### src/rtl/instr_fetch_unit.sv
// instr_fetch_unit: fetch stage in front of a fixed-latency instruction memory.
// Holds the PC, waits MEM_WAIT cycles for the memory word, latches it into the
// instruction register and offers it to decode with a valid/ready handshake.
// Branch/jump redirects override everything and restart the fetch.
// Optional feature: define FETCH_PERF_CNT_EN to build the handshake counter
// behind fetch_count; without it fetch_count is tied to zero.
module instr_fetch_unit #(
  parameter logic [31:0] RESET_PC = 32'h0000_0000,
  parameter int unsigned MEM_WAIT = 2
) (
  input  logic        clk,
  input  logic        rst_n,
  output logic [31:0] mem_addr,
  input  logic [31:0] mem_instr,
  output logic [31:0] ir,
  output logic [31:0] ir_pc,
  output logic [31:0] ir_pc_plus4,
  output logic        ir_valid,
  input  logic        ir_ready,
  input  logic        redirect_valid,
  input  logic [31:0] redirect_pc,
  output logic [31:0] fetch_count
);

  typedef enum logic {
    ST_WAIT,
    ST_HOLD
  } state_t;

  localparam logic [3:0] LAST_WAIT = 4'(MEM_WAIT - 1);

  state_t      state;
  logic [31:0] pc;
  logic [3:0]  wait_cnt;
  logic        unused_redirect_lsbs;

  // The two low bits of a redirect target never reach the PC.
  assign unused_redirect_lsbs = ^redirect_pc[1:0];

  // The memory address is the registered PC, so it only moves at clock edges.
  assign mem_addr    = pc;
  assign ir_pc_plus4 = ir_pc + 32'd4;

  // Fetch sequencer: redirect wins, otherwise wait for memory then hold for decode.
  always_ff @(posedge clk or negedge rst_n) begin
    if (!rst_n) begin
      state    <= ST_WAIT;
      pc       <= {RESET_PC[31:2], 2'b00};
      wait_cnt <= '0;
      ir       <= '0;
      ir_pc    <= '0;
      ir_valid <= 1'b0;
    end else if (redirect_valid) begin
      pc       <= {redirect_pc[31:2], 2'b00};
      wait_cnt <= '0;
      ir_valid <= 1'b0;
      state    <= ST_WAIT;
    end else begin
      case (state)
        ST_WAIT: begin
          if (wait_cnt == LAST_WAIT) begin
            ir       <= mem_instr;
            ir_pc    <= pc;
            ir_valid <= 1'b1;
            wait_cnt <= '0;
            state    <= ST_HOLD;
          end else begin
            wait_cnt <= wait_cnt + 4'd1;
          end
        end
        ST_HOLD: begin
          if (ir_ready) begin
            pc       <= pc + 32'd4;
            wait_cnt <= '0;
            ir_valid <= 1'b0;
            state    <= ST_WAIT;
          end
        end
        default: begin
          state <= ST_WAIT;
        end
      endcase
    end
  end

`ifdef FETCH_PERF_CNT_EN
  // Count completed decode handshakes; redirects on the same edge do not cancel them.
  always_ff @(posedge clk or negedge rst_n) begin
    if (!rst_n) begin
      fetch_count <= '0;
    end else if (ir_valid && ir_ready) begin
      fetch_count <= fetch_count + 32'd1;
    end
  end
`else
  assign fetch_count = 32'h0;
`endif

endmodule

### config.mk
export PLATFORM = sky130hd
export DESIGN_NAME = instr_fetch_unit
export DESIGN_NICKNAME = d
export VERILOG_FILES = /design/src/rtl/instr_fetch_unit.sv
export SDC_FILE = /design/constraint.sdc
export NUM_CORES = 1
export LEC_CHECK = 0
export BUFFER_PORTS_ARGS = -buffer_cell sky130_fd_sc_hd__buf_2
export CORE_MARGIN = 8
export CORE_UTILIZATION = 44
export CTS_BUF_LIST = sky130_fd_sc_hd__clkbuf_4
export CTS_CLUSTER_DIAMETER = 100
export DETAILED_ROUTE_END_ITERATION = 10
export PLACE_DENSITY = 0.79
export RECOVER_POWER = 100
export REMOVE_ABC_BUFFERS = 1
export SKIP_CTS_REPAIR_TIMING = 1
export SYNTH_ARGS = -nofsm -noshare
export SYNTH_HDL_FRONTEND = slang
export SYNTH_SLANG_ARGS = --single-unit
### constraint.sdc
create_clock -name clk -period 1.7 [get_ports clk]
set_input_delay 0.17 -clock clk [delete_from_list [all_inputs] [get_ports clk]]
set_output_delay 0.17 -clock clk [all_outputs]
set_load 0.005 [all_outputs]
# == Word level (Yosys, flattened, before mapping) ==
# Index checks and enable logic that the tools add are counted.
# totals
regBits,102
input_bits,68
out_inout_bits,161
word_cells,34
# classes
addsub,3
eq_ne,3
n_mux,15
n_bitwise,2
reduce_logical,5
# ops
operator,count
$mux W32,3
$add A32 B3 Y32 const B,2
$mux W4,3
$pmux W4 S2,1
$mux W1,6
$ne A3 B3 Y1 const B,2
$add A4 B1 Y4 const B,1
$eq A4 B1 Y1 const B,1
$pmux W1 S2,2
$reduce_and A2 Y1,2
$reduce_bool A2 Y1,2
$reduce_and A3 Y1,1
$not A1 Y1,2

# == Longest topological paths before layout ==
# depth
word_depth,4
depth_mapped,8
depth_no_buf,7

# == Worst setup path after synthesis ==
# Ideal clock, no wire load.
# synth_timing
path_type,reg-to-reg
startpoint,register wait_cnt[0]
endpoint,register ir_pc[10]
arrival_ns,1.780
path_slack_ns,-0.205
path_stages_with_launch,7
n_path_buf,2
period_less_slack_ns,1.905
path_cell_list,dfrtp_1 ha_1 nor3b_1 nand2_1 clkbuf_1 clkbuf_1 mux2_2
# synth_between
elab_chain_cells,2
# synth_lines
item,line,source
start: declaration,34,logic [3:0] wait_cnt;
start signal: assignment,68,wait_cnt <= wait_cnt + 4'd1;
$eq A4 B1 Y1,61,if (wait_cnt == LAST_WAIT) begin
$reduce_and A3 Y1 (no source line),n/a,
end signal: assignment,63,ir_pc <= pc;
end: declaration,16,"output logic [31:0] ir_pc,"
# Every way passes these cells.
# A chain may end at the register's enable or synchronous reset.

# == Worst setup path after layout ==
# layout_timing
startpoint,register ir_pc[2]
endpoint,output port ir_pc_plus4[20]
# layout_between
elab_chain_cells,1
# layout_lines
item,line,source
$add A32 B3 Y32,42,assign ir_pc_plus4 = ir_pc + 32'd4;
end: declaration,17,"output logic [31:0] ir_pc_plus4,"
# Every way passes these cells.

==> impl_metrics.csv <==
group,metric,value,unit
synthesis,syn_area_per_cell,10.9,um^2
synthesis,synth_cells,465,
synthesis,ys_ff_latch,98,
detailed_routing,wl,16700,um
run,maxCapViolCount,0,
timing,max_slew_margin,0.346,
layout,n_fill_cell,877,
worst_setup_path,cpMaxStageDelayCell,"dfrtp_1",
global_route,grt_pass1_vias,4404,
worst_setup_path,path_class,"flop to output port",
worst_setup_path,r2r-start,"mem_addr[20]$_DFFE_PN0N_",
clock_network,clk_pin_slew,0.15,ns
floorplanning,die_height,123,um
detailed_routing,vias_per_cell,5.09,
detailed_routing,drc_errors,0,
worst_setup_path,end_kind,"output port",
clock_network,cts_inserted_buffers,9,
synthesis,mappedNetlistArea,5050,um^2
hold_path,hold_path.class,"primary input to flop",
timing,drv_slew,0,
timing,fin_ws,-0.579,ns
clock_network,clk_path_buf_depth,2,
worst_setup_path,critPathLaunch,"ir_pc[2]$_DFFE_PN0P_",
synthesis,ys_types,35,
worst_setup_path,crit_fanout,7,
global_route,grt_overflow_total,0,
timing,setup_viol,27,
placed_design,port_buffers,188,
pwr,p_leak,3.51,nW
pwr,peakVddDrop,712,uV
floorplanning,die_w,123,um
worst_setup_path,worstPathArrival,2.11,ns
floorplanning,die_area,15200,um^2
timing,final-hold-violation-count,0,
clock_network,clock_latency,0.46,ns
floorplanning,fp.coreArea,11300,um^2
timing,skew,0.0170,ns
worst_setup_path,r2r_slack,0,ns
timing,rsz0062_at_grt,"true",
clock_network,cts_tree,"built",
layout,final_area,7380,um^2
worst_setup_path,required,1.53,ns
global_route,antenna_found_initial,2,
layout,multiInputGateArea,2500,um^2
timing,worst_pin_slew,0.981,ns
layout,final_common_cell,"buf_2",
layout,regArea,2450,um^2
worst_setup_path,cp-start-kind,"flop",
floorplanning,io_pins,229,
worst_setup_path,reg2reg_depth,6,
synthesis,synth.yosys.warnings,0,
timing,post-route-min-period,2.28,ns
floorplanning,fp-row-count,39,
global_route,grtUsageTotal,0.180,
placed_design,place_congestion,0.867,
clock_network,clkSinkCount,98,
placed_design,dp_cells,842,
run_status,outcome,"finished, violations left",
detailed_routing,via_count,4760,
timing,fin_crit_sh,1.34,
detailed_routing,wl_per_cell,17.9,um
clock_network,htree_levels,3,
worst_setup_path,slowest_delay,0.42,ns
global_route,grt_pass1_wl,21700,um
detailed_routing,final_antenna_net_count,0,
layout,final_cells,936,
detailed_routing,firstDrtPassIters,5,
pwr,power_density,1270,nW/um^2
global_route,grt_max_degree,67,
timing,fmax,0.439,GHz
layout,syn_to_final_growth,46.1,%
worst_setup_path,cp-endpoint,"ir_pc_plus4[20]",
layout,final_cell_mix,"buf_2 (146), dfrtp_1 (98), clkbuf_1 (66)",
clock_network,cts_root_buf,"clkbuf_4",
placed_design,dpl_cell_area,6470,um^2
worst_setup_path,crit_family,"simple AND/OR/NAND/NOR gates",
layout,final_nets,856,
worst_setup_path,worstReg2RegEnd,"mem_addr[25]$_DFFE_PN0N_",
placed_design,dpl.hpwl,11200,um
timing,timing.hold.ws,0.0752,ns
synthesis,yosysSeqAreaShare,0.486,
worst_setup_path,path_buf_inv,2,
run_status,violations,"negative setup slack",
worst_setup_path,cp_cell_sequence,"ha_2, and4_4, nand3_4, nor2_4, buf_6, nand4_1, xnor2_1, buf_2",
worst_setup_path,worst-path-stages,8,
placed_design,pre_cts_slack,-0.185,ns
floorplanning,initial_core_util,0.446,
detailed_routing,drtIter0Drc,267,
layout,drive_gt1_frac,0.384,
cells in the mapped netlist, drive strengths merged:
library cell  number  area, um^2
a221o              1        11.3
a22oi              3        22.5
and2               2        12.5
and3              14        90.1
and4               5        43.8
buf               43         315
clkbuf            12        45.0
conb               1        3.75
dfrtp             98        2450
ha                 4        50.1
inv                5        18.8
mux2              61         687
mux2i              3        30.0
nand2             51         194
nand2b             2        12.5
nand3             25         130
nand4             21         131
nor2              12        45.0
nor2b              5        31.3
nor3               4        20.0
nor3b              3        22.5
nor4               2        33.8
o21ai             32         160
o311ai             1        8.76
o31ai              1        7.51
or4                2        15.0
xnor2             26         228
xor2              26         228
worst min path at each step:
stage,end,start,cells past startpoint
after global routing,mem_addr[4]$_DFFE_PN0N_,redirect_valid,3
final,mem_addr[3]$_DFFE_PN0N_,redirect_valid,3
after detailed placement,ir_pc[3]$_DFFE_PN0P_,rst_n,1
after global placement,ir_pc[3]$_DFFE_PN0P_,rst_n,1
after floorplan,ir[0]$_DFFE_PN0P_,rst_n,0
after CTS,mem_addr[6]$_DFFE_PN0N_,rst_n,1
logic make-up (layout without fill, tap and decap cells):
logic type / after synthesis / after routing / share of synthesized area
AO/OA/AOI/OAI: 38 / 38 / 0.0416
multiplexers: 64 / 64 / 0.142
buffers and inverters: 60 / 347 / 0.0751
XOR/XNOR: 52 / 52 / 0.0902
flip-flops: 98 / 98 / 0.486
adder cells (fa/ha/maj): 4 / 4 / 0.00991
AND/OR/NAND/NOR: 148 / 148 / 0.155
other: 1 / 42 / 0.000743
area by class of cell:
cell class / instances / share of cell area
clock buffer: 9 / 0.00916
timing repair buffer: 326 / 0.281
antenna: 4 / 0.00136
tap: 143 / 0.0243
inverter: 5 / 0.00254
sequential: 98 / 0.332
clock inverter: 7 / 0.00950
multi-input combinational: 344 / 0.339
layer usage:
layer	up-vias	global-route usage	routed length, um
met2	212	0.316	8960
met3	59	0.0393	1190
met5	-	0	0
met4	0	0.0971	646
met1	2297	0.200	5940
li1	2192	-	-
through the flow:
| stage | util | power [mW] | setup TNS, ns |
|---|---|---|---|
| after global routing | 0.651 | 9.95 | -17.07 |
| after detailed placement | 0.572 | 7.88 | -1.10 |
| after CTS | 0.584 | 9.11 | -11.94 |
| final | 0.652 | 9.36 | -10.56 |
| after global placement | 0.572 | 7.66 | -0.240 |
| after floorplan | - | 5.64 | -62.91 |
report_power, final:
part           total (mW)  switching, mW  internal (mW)
clock                1.23          0.789          0.443
sequential           3.83          0.654           3.18
combinational        4.29           1.97           2.33
total                9.36           3.41           5.95
tightest hold or removal path, cell delays in order:
cell,delay [ns]
buf_2,0.18
nand2_1,0.08
o21ai_0,0.06
sequential cells by signal, summed over array words and instances, names as in the netlist:
name	flops
state	1
ir_valid	1
ir_pc	30
wait_cnt	4
mem_addr	30
ir	32
Note: power is estimated with default switching activity, not from simulation.
